**src/rtl/adder_tree_rr_sched.sv**
```systemverilog
// adder_tree_rr_sched: serial accumulate datapath shared by two requesters.
// Each requester submits jobs of NUM_OPS unsigned operands, which are summed
// one per handshake into an ADDER_WIDTH+LOG_OPS wide result tagged with its
// source. Requesters are arbitrated round-robin by default.
//
// Optional feature macro: ADDER_SCHED_FIXED_PRI_EN
//   defined   -> requester 0 always wins simultaneous requests (no rr pointer)
//   undefined -> round-robin arbitration
//
// Ports:
//   clk, rst                          clock, synchronous active-high reset
//   req0_valid/req0_ready/req0_data   requester 0 operand handshake
//   req1_valid/req1_ready/req1_data   requester 1 operand handshake
//   sum_valid/sum_ready               result handshake
//   sum_data                          job sum (ADDER_WIDTH+LOG_OPS bits)
//   sum_src                           requester index that produced sum_data
module adder_tree_rr_sched #(
  parameter int unsigned ADDER_WIDTH = 48,
  parameter int unsigned NUM_OPS     = 8,
  parameter int unsigned LOG_OPS     = 3
) (
  input  logic                           clk,
  input  logic                           rst,
  input  logic                           req0_valid,
  output logic                           req0_ready,
  input  logic [ADDER_WIDTH-1:0]         req0_data,
  input  logic                           req1_valid,
  output logic                           req1_ready,
  input  logic [ADDER_WIDTH-1:0]         req1_data,
  output logic                           sum_valid,
  input  logic                           sum_ready,
  output logic [ADDER_WIDTH+LOG_OPS-1:0] sum_data,
  output logic                           sum_src
);

  localparam int unsigned SUM_W = ADDER_WIDTH + LOG_OPS;

  typedef enum logic [1:0] {
    IDLE  = 2'd0,
    ACCUM = 2'd1,
    OUT   = 2'd2
  } state_t;

  state_t             state_q, state_d;
  logic               gnt_q, gnt_d;
  logic [LOG_OPS-1:0] cnt_q, cnt_d;
  logic [SUM_W-1:0]   acc_q, acc_d;
  logic               req0_ready_q, req0_ready_d;
  logic               req1_ready_q, req1_ready_d;
  logic               sum_valid_q, sum_valid_d;
  logic [SUM_W-1:0]   sum_data_q, sum_data_d;
  logic               sum_src_q, sum_src_d;
`ifndef ADDER_SCHED_FIXED_PRI_EN
  logic               rr_q, rr_d;
`endif

  logic               hs;
  logic               pick;
  logic [SUM_W-1:0]   op_ext;
  logic [SUM_W-1:0]   acc_nxt;

  // Next-state, datapath and registered-output decode
  always_comb begin
    state_d      = state_q;
    gnt_d        = gnt_q;
    cnt_d        = cnt_q;
    acc_d        = acc_q;
    req0_ready_d = req0_ready_q;
    req1_ready_d = req1_ready_q;
    sum_valid_d  = sum_valid_q;
    sum_data_d   = sum_data_q;
    sum_src_d    = sum_src_q;
`ifndef ADDER_SCHED_FIXED_PRI_EN
    rr_d         = rr_q;
`endif

    op_ext  = gnt_q ? SUM_W'(req1_data) : SUM_W'(req0_data);
    hs      = gnt_q ? (req1_valid & req1_ready_q) : (req0_valid & req0_ready_q);
    // first operand of a job loads, later ones accumulate
    acc_nxt = (cnt_q == '0) ? op_ext : (acc_q + op_ext);

`ifdef ADDER_SCHED_FIXED_PRI_EN
    pick = ~req0_valid;
`else
    pick = (req0_valid & req1_valid) ? rr_q : req1_valid;
`endif

    unique case (state_q)
      IDLE: begin
        if (req0_valid | req1_valid) begin
          gnt_d        = pick;
          cnt_d        = '0;
          req0_ready_d = ~pick;
          req1_ready_d = pick;
          state_d      = ACCUM;
        end
      end
      ACCUM: begin
        if (hs) begin
          acc_d = acc_nxt;
          cnt_d = cnt_q + LOG_OPS'(1);
          if (cnt_q == LOG_OPS'(NUM_OPS - 1)) begin
            req0_ready_d = 1'b0;
            req1_ready_d = 1'b0;
            sum_valid_d  = 1'b1;
            sum_data_d   = acc_nxt;
            sum_src_d    = gnt_q;
            state_d      = OUT;
          end
        end
      end
      OUT: begin
        if (sum_ready) begin
          sum_valid_d = 1'b0;
`ifndef ADDER_SCHED_FIXED_PRI_EN
          rr_d        = ~gnt_q;
`endif
          state_d     = IDLE;
        end
      end
      default: begin
        req0_ready_d = 1'b0;
        req1_ready_d = 1'b0;
        sum_valid_d  = 1'b0;
        state_d      = IDLE;
      end
    endcase
  end

  // State and output registers
  always_ff @(posedge clk) begin
    if (rst) begin
      state_q      <= IDLE;
      gnt_q        <= 1'b0;
      cnt_q        <= '0;
      acc_q        <= '0;
      req0_ready_q <= 1'b0;
      req1_ready_q <= 1'b0;
      sum_valid_q  <= 1'b0;
      sum_data_q   <= '0;
      sum_src_q    <= 1'b0;
`ifndef ADDER_SCHED_FIXED_PRI_EN
      rr_q         <= 1'b0;
`endif
    end else begin
      state_q      <= state_d;
      gnt_q        <= gnt_d;
      cnt_q        <= cnt_d;
      acc_q        <= acc_d;
      req0_ready_q <= req0_ready_d;
      req1_ready_q <= req1_ready_d;
      sum_valid_q  <= sum_valid_d;
      sum_data_q   <= sum_data_d;
      sum_src_q    <= sum_src_d;
`ifndef ADDER_SCHED_FIXED_PRI_EN
      rr_q         <= rr_d;
`endif
    end
  end

  assign req0_ready = req0_ready_q;
  assign req1_ready = req1_ready_q;
  assign sum_valid  = sum_valid_q;
  assign sum_data   = sum_data_q;
  assign sum_src    = sum_src_q;

endmodule

```
**config.mk**
```make
export PLATFORM = sky130hd
export DESIGN_NAME = adder_tree_rr_sched
export DESIGN_NICKNAME = d
export VERILOG_FILES = /design/src/rtl/adder_tree_rr_sched.sv
export SDC_FILE = /design/constraint.sdc
export NUM_CORES = 1
export LEC_CHECK = 0
export CAP_MARGIN = 20
export CORE_MARGIN = 8
export CORE_UTILIZATION = 25
export DETAILED_ROUTE_END_ITERATION = 10
export GPL_TIMING_DRIVEN = 0
export PLACE_DENSITY = 0.42
export SLEW_MARGIN = 20
export SYNTH_ARGS = -nofsm -noshare
export SYNTH_HDL_FRONTEND = slang
export SYNTH_SLANG_ARGS = --single-unit
```
**constraint.sdc**
```tcl
create_clock -name clk -period 7.5 [get_ports clk]
set_input_delay 2.25 -clock clk [delete_from_list [all_inputs] [get_ports clk]]
set_output_delay 2.25 -clock clk [all_outputs]
set_load 0.02 [all_outputs]
```
==> impl_metrics.env, run 1 <==
export IMPL_outcome="finished clean"
export IMPL_hold_viol_final=0
export IMPL_hpwlAfterDp_um=25900
export IMPL_grt_busiest_layer="met2"
export IMPL_clk_path_buf_depth=2
export IMPL_drive_gt1_frac=0.101
export IMPL_numCtsBuffers=17
export IMPL_antenna_found_initial=0
export IMPL_ys_flop_type="dfxtp_1"
export IMPL_maxSlewViolCount=0
export IMPL_synth_most_common_cell="nor2_1"
export IMPL_fin_crit_ns=5.63
export IMPL_die_h_um=197
export IMPL_muxShareOfSynthArea=0.0747
export IMPL_vias=8275
export IMPL_yosys_top_cells_area="dfxtp_1 (28%), ha_1 (7.8%), nor2_1 (7.7%)"
export IMPL_die_area_um2=38700
export IMPL_cts_tree="done"
export IMPL_grt_pass1_wl_um=50800
export IMPL_worst_pin_slew_ns=1.00
export IMPL_drc_errors=0
export IMPL_slew_headroom=0.331
export IMPL_ios=156
export IMPL_wl_um=33200
export IMPL_firstDrtPassIters=5
export IMPL_final_antenna_net_count=0
export IMPL_setup_viol=0
export IMPL_synth_xor_area_frac=0.0439
export IMPL_skew_ns=0.0110
export IMPL_synth_seq_cells=113
export IMPL_drv_cap=0
export IMPL_synth_top_cells_by_count="nor2_1 (168), dfxtp_1 (113), nand2_1 (104), a21oi_1 (80), a211oi_1 (65)"
export IMPL_fin_cells=1675
export IMPL_synth_top_area_frac=0.277
export IMPL_overflow=0
export IMPL_syn_nets=1200
export IMPL_die_x_um=197
export IMPL_max_freq_mhz=178
export IMPL_post_cts_buffers=0
export IMPL_gr_usage_met1=0.216
export IMPL_critPathCaptureType="register"
export IMPL_n_antenna_cell=0
export IMPL_yosysSeqAreaShare=0.277
export IMPL_setup_tns_ns=0
export IMPL_grt_use_total=0.170
export IMPL_rsz0062_at_grt="false"
export IMPL_fillers=3470
export IMPL_core_um2=32400
export IMPL_start_util=0.253
export IMPL_finalCritPeriodShare=0.750
export IMPL_cp_slowest_cell="a211oi_1"
export IMPL_grt_max_degree=17
export IMPL_clk_latency_ns=0.43
export IMPL_synth_top_area_cell="dfxtp_1"
export IMPL_nets=1373
export IMPL_drtIter0Drc=462
export IMPL_hold_path_class="reg2reg"
export IMPL_ir_worst_vdd_mv=0.154
export IMPL_synth_top_family_by_area="compound AO/OA/AOI/OAI gates"
export IMPL_grt_pass1_vias=8427
export IMPL_cp_max_fo=3
export IMPL_start_kind="input port"
export IMPL_path_cells="clkdlybuf4s50_1 -> mux2_2 -> ha_1 -> inv_1 -> fa_1 -> nand2b_1 -> a21oi_1 -> o21ai_1 -> a211oi_1 -> o221a_2 -> o21ai_1 -> nand3b_1 -> a21oi_1 -> xor2_1 -> a2111oi_1"
export IMPL_synth_compound_area_frac=0.259
export IMPL_globalRouteMet2Util=0.295
export IMPL_power_density_nw_per_um2=171
export IMPL_synthDistinctLibCells=79
export IMPL_synth_simple_area_share=0.219
export IMPL_hold_buffers=0
export IMPL_avgSynthCellArea_um2=7.81
export IMPL_cts_sinks=113
export IMPL_root_buffer="clkbuf_16"
export IMPL_post_drt_wl_per_cell_um=19.8
export IMPL_arrival_ns=5.94
export IMPL_synth_warnings=0
export IMPL_globalplace_congestion=0.867
export IMPL_cellLeakagePower_nw=4.06
export IMPL_grt_use_met3=0.0316
export IMPL_synth_fa_ha_area_frac=0.0805
export IMPL_synthCells=1047
export IMPL_cts_resized_gates=0
export IMPL_htreeDepth=4
export IMPL_max_stage_delay_ns=0.47
export IMPL_placed_cells=1643
export IMPL_synth_edff_count=0
export IMPL_viasPerCell=4.94
export IMPL_port_buffers=154
export IMPL_area_growth_pct=33.4
export IMPL_crit_type="in2reg"
export IMPL_row_count=66
export IMPL_clkSlewWorstSetupHoldPaths_ns=0.06
export IMPL_cp_required_ns=7.81
export IMPL_syn_area_um2=8170
export IMPL_synth_async_reset_ratio=0
==> layout by cell type (no fill, tap or decap), types with 4 or more instances in the layout <==
cell | synthesis | routed
nor3b_1 | 4 | 4
and3_1 | 7 | 7
xor2_1 | 25 | 25
o21a_1 | 9 | 9
and4_1 | 4 | 4
buf_4 | 4 | 4
buf_1 | 15 | 14
bufinv_16 | 0 | 4
a211oi_1 | 65 | 65
a21oi_1 | 80 | 80
ha_1 | 51 | 51
nand2b_1 | 10 | 10
clkinv_4 | 0 | 4
clkbuf_1 | 43 | 44
xnor2_1 | 16 | 16
nand4_1 | 11 | 11
o21ai_0 | 53 | 53
or3_1 | 6 | 6
nor3_1 | 27 | 27
o21bai_1 | 8 | 8
nor2_1 | 168 | 168
inv_1 | 16 | 16
a311oi_1 | 7 | 7
dfxtp_1 | 113 | 113
nand3_1 | 17 | 17
nand2_1 | 104 | 104
a21o_1 | 29 | 29
a31oi_1 | 8 | 8
o21ai_1 | 4 | 4
buf_2 | 7 | 8
clkdlybuf4s50_1 | 0 | 154
inv_6 | 0 | 4
nor2b_1 | 6 | 6
nand3b_1 | 5 | 5
clkbuf_16 | 0 | 17
mux2i_1 | 7 | 7
mux2_2 | 48 | 48
a2111oi_1 | 4 | 4
==> flip-flops by register name, summed over array words and instances, names as in the netlist <==
signal      cells
acc_q          51
cnt_q           3
gnt_q           1
req0_ready      1
req1_ready      1
rr_q            1
state_q         2
sum_data       51
sum_src         1
sum_valid       1
==> cell families after synthesis <==
group	Yosys count
AND/OR/NAND/NOR	390
AO/OA/AOI/OAI	308
flip-flops	113
buffers and inverters	88
multiplexers	55
adder cells (fa/ha/maj)	52
XOR/XNOR	41
==> layer usage <==
layer | vias up | part of all wire | wire, µm
li1 | 4127 | - | -
met1 | 3926 | 0.46 | 15300
met2 | 198 | 0.48 | 16000
met3 | 24 | 0.043 | 1420
met4 | 0 | 0.014 | 472
met5 | - | 0 | 0
==> worst paths after layout <==
kind / start / to / slack, ns / cells past startpoint
max: req0_data[0] / sum_data[44] / 1.87 / 15
min: sum_data[48] / sum_data[48] / 0.45 / 2
max reg2reg: gnt_q / sum_data[44] / 1.97 / 17
min reg2reg: sum_data[48] / sum_data[48] / 0.45 / 2
==> report_power, final <==
part | total, mW | switching [mW] | internal [mW]
Clock | 0.898 | 0.336 | 0.562
Combinational | 0.354 | 0.203 | 0.151
Sequential | 0.615 | 0.00534 | 0.609
==> final cells by class <==
| type | instances | area [µm²] | share of cell area |
|---|---|---|---|
| repair buffers | 154 | 1540 | 0.141 |
| multi-input cells | 846 | 5540 | 0.508 |
| well taps | 442 | 553 | 0.0507 |
| flip-flops and latches | 113 | 2260 | 0.208 |
| clock inverters | 14 | 203 | 0.0186 |
| plain buffers | 72 | 312 | 0.0286 |
| inverters | 16 | 60.1 | 0.00551 |
| clock buffers | 18 | 429 | 0.0394 |
==> stage by stage <==
step | hold slack, ns | utilization | worst slack, ns | total power [mW] | area (µm²)
CTS | 0.457 | 0.337 | 1.80 | 1.89 | 10900
detailed placement | 0.448 | 0.317 | 1.57 | 0.982 | 10300
global route | 0.478 | 0.337 | 1.50 | 1.95 | 10900
finish | 0.453 | 0.337 | 1.87 | 1.87 | 10900
floorplan | 0.436 | - | 2.71 | 0.847 | 8170
global placement | 0.446 | 0.317 | 1.53 | 0.982 | 10300
==> worst max-delay path, delay by kind of cell <==
| family | cells | cell delay, ns |
|---|---|---|
| AND/OR/NAND/NOR | 2 | 0.31 |
| XOR/XNOR | 1 | 0.17 |
| multiplexers | 1 | 0.17 |
| AO/OA/AOI/OAI | 7 | 1.96 |
| buffers and inverters | 2 | 0.50 |
| adder cells (fa/ha/maj) | 2 | 0.57 |
No activity file was read; power rests on OpenSTA's default activity.
==> inputs of run 2 (changes only) <==
==> constraint.sdc (replaced) <==
create_clock -name clk -period 5.3 [get_ports clk]
set_input_delay 1.59 -clock clk [delete_from_list [all_inputs] [get_ports clk]]
set_output_delay 1.59 -clock clk [all_outputs]
set_load 0.02 [all_outputs]
==> run 2 against run 1 <==
  * Power up 42%
  * Combinational power up 42%
  * Clock-buffer cell count unchanged
  * Via count up 0.23%
  * Global-route usage down 0.079 points
  * Critical path type unchanged
  * Largest power group unchanged
  * Highest routed layer unchanged
==> impl_metrics.env, run 2 (synthesis gave the netlist of run 1 again) <==
export IMPL_outcome="finished clean"
export IMPL_drtIter0Drc=490
export IMPL_hold_path_class="reg2reg"
export IMPL_port_buffers=154
export IMPL_globalplace_congestion=0.867
export IMPL_clk_path_buf_depth=2
export IMPL_layout_common_cells="nor2_1 (168), clkdlybuf4s50_1 (154), dfxtp_1 (113), nand2_1 (104), a21oi_1 (80)"
export IMPL_grt_max_degree=18
export IMPL_grt_pass1_vias=8418
export IMPL_placed_cells=1643
export IMPL_finalCritPeriodShare=0.925
export IMPL_worst_pin_slew_ns=0.984
export IMPL_max_freq_mhz=204
export IMPL_row_count=66
export IMPL_ir_worst_vdd_mv=0.220
export IMPL_cts_tree="done"
export IMPL_antenna_found_initial=0
export IMPL_ios=156
export IMPL_power_density_nw_per_um2=243
export IMPL_n_antenna_cell=0
export IMPL_rsz0062_at_grt="false"
export IMPL_die_h_um=197
export IMPL_max_stage_delay_ns=0.45
export IMPL_die_area_um2=38700
export IMPL_grt_use_total=0.170
export IMPL_setup_tns_ns=0
export IMPL_arrival_ns=5.22
export IMPL_path_cells="clkdlybuf4s50_1 -> mux2_2 -> ha_1 -> inv_1 -> fa_1 -> nand2b_1 -> a21oi_1 -> o21ai_1 -> a211oi_1 -> o221a_2 -> o21ai_1 -> nand3b_1 -> a21oi_1 -> xor2_1 -> a2111oi_1"
export IMPL_reg2reg_from="gnt_q"
export IMPL_finalWorstSetupSlack_ns=0.395
export IMPL_maxSlewViolCount=0
export IMPL_die_x_um=197
export IMPL_viasPerCell=4.95
export IMPL_r2r_slack_ns=0.50
export IMPL_fin_cells=1674
export IMPL_nets=1372
export IMPL_cellLeakagePower_nw=4.06
export IMPL_start_kind="input port"
export IMPL_holdPathStages=2
export IMPL_skew_ns=0.0118
export IMPL_drive_gt1_frac=0.102
export IMPL_start_util=0.253
export IMPL_numCtsBuffers=17
export IMPL_setup_viol=0
export IMPL_final_common_cell="nor2_1"
export IMPL_cts_sinks=113
export IMPL_core_um2=32400
export IMPL_wl_um=33100
export IMPL_cp_max_fo=3
export IMPL_firstDrtPassIters=7
export IMPL_hold_viol_final=0
export IMPL_final_antenna_net_count=0
export IMPL_clk_latency_ns=0.43
export IMPL_hold_slack_ns=0.453
export IMPL_r2r_end="acc_q[49]"
export IMPL_post_drt_wl_per_cell_um=19.8
export IMPL_slew_headroom=0.344
export IMPL_cp_startpoint="req0_data[0]"
export IMPL_fillers=3470
export IMPL_drc_errors=0
export IMPL_grt_pass1_wl_um=50700
export IMPL_hpwlAfterDp_um=25900
export IMPL_critPathCaptureType="register"
export IMPL_vias=8294
export IMPL_root_buffer="clkbuf_16"
export IMPL_overflow=0
export IMPL_cp_required_ns=5.61
export IMPL_cp_slowest_cell="clkdlybuf4s50_1"
export IMPL_htreeDepth=4
export IMPL_r2r_cells=14
export IMPL_crit_type="in2reg"
export IMPL_cp_endpoint="sum_data[44]"
export IMPL_fin_crit_ns=4.91
export IMPL_pre_cts_ws_ns=-0.324
export IMPL_area_growth_pct=33.3
export IMPL_clkSlewWorstSetupHoldPaths_ns=0.06
export IMPL_drv_cap=0
[run 2: cell count changes in the layout (fill, tap and decap cells not counted)]
cell      before  now
clkbuf_2       1    2
buf_1         14   12
[run 2: timing repair]
action                                  in CTS  in global routing
gates resized for setup                      1                  1
buffers inserted                             0                  0
hold buffers                                 0                  0
endpoints found under the setup margin      35                  5
pin swaps                                    0                  0
[run 2: power breakdown]
part	switching (mW)	leakage (nW)	internal, mW	total, mW
registers	0.00756	0.913	0.862	0.870
logic	0.287	2.84	0.214	0.501
clock network	0.481	0.306	0.795	1.28
total	0.775	4.06	1.87	2.65
[run 2: area by class of cell]
class	instances	area (µm²)	area share
Timing Repair Buffer	154	1540	0.141
Buffer	71	309	0.0284
Clock inverter	14	203	0.0186
Sequential cell	113	2260	0.208
Clock buffer	18	429	0.0394
Multi-Input combinational cell	846	5540	0.508
Tap cell	442	553	0.0507
Inverter	16	60.1	0.00551
[run 2: metrics by stage]
stage / instance area (µm²) / power, mW / utilization
final: 10900 / 2.65 / 0.337
after global routing: 10900 / 2.76 / 0.337
after CTS: 10900 / 2.67 / 0.337
after detailed placement: 10300 / 1.39 / 0.317
after global placement: 10300 / 1.39 / 0.317
after floorplan: 8170 / 1.20 / -
[run 2: critical path: cells and delay by family]
kind                     cells  cell delay [ns]
AND/OR/NAND/NOR              2             0.31
XOR/XNOR                     1             0.17
AO/OA/AOI/OAI                7             1.91
buffers and inverters        2             0.50
adder cells (fa/ha/maj)      2             0.57
multiplexers                 1             0.17
[run 2: how the worst min path moves through the flow]
stage	slack (ns)	start	end
after floorplan	0.44	acc_q[37]	acc_q[37]
after global placement	0.45	sum_data[48]	sum_data[48]
after detailed placement	0.45	sum_data[48]	sum_data[48]
after CTS	0.46	sum_data[48]	sum_data[48]
after global routing	0.48	sum_data[48]	sum_data[48]
final	0.45	sum_data[48]	sum_data[48]
[run 2: per-layer routing]
layer  global-route usage  part of all wire  up-vias
li1                     -                 -     4125
met2                0.293              0.48      201
met5                    0                 0        -
met4               0.0412             0.015        0
met1                0.215              0.46     3943
met3               0.0316             0.041       25
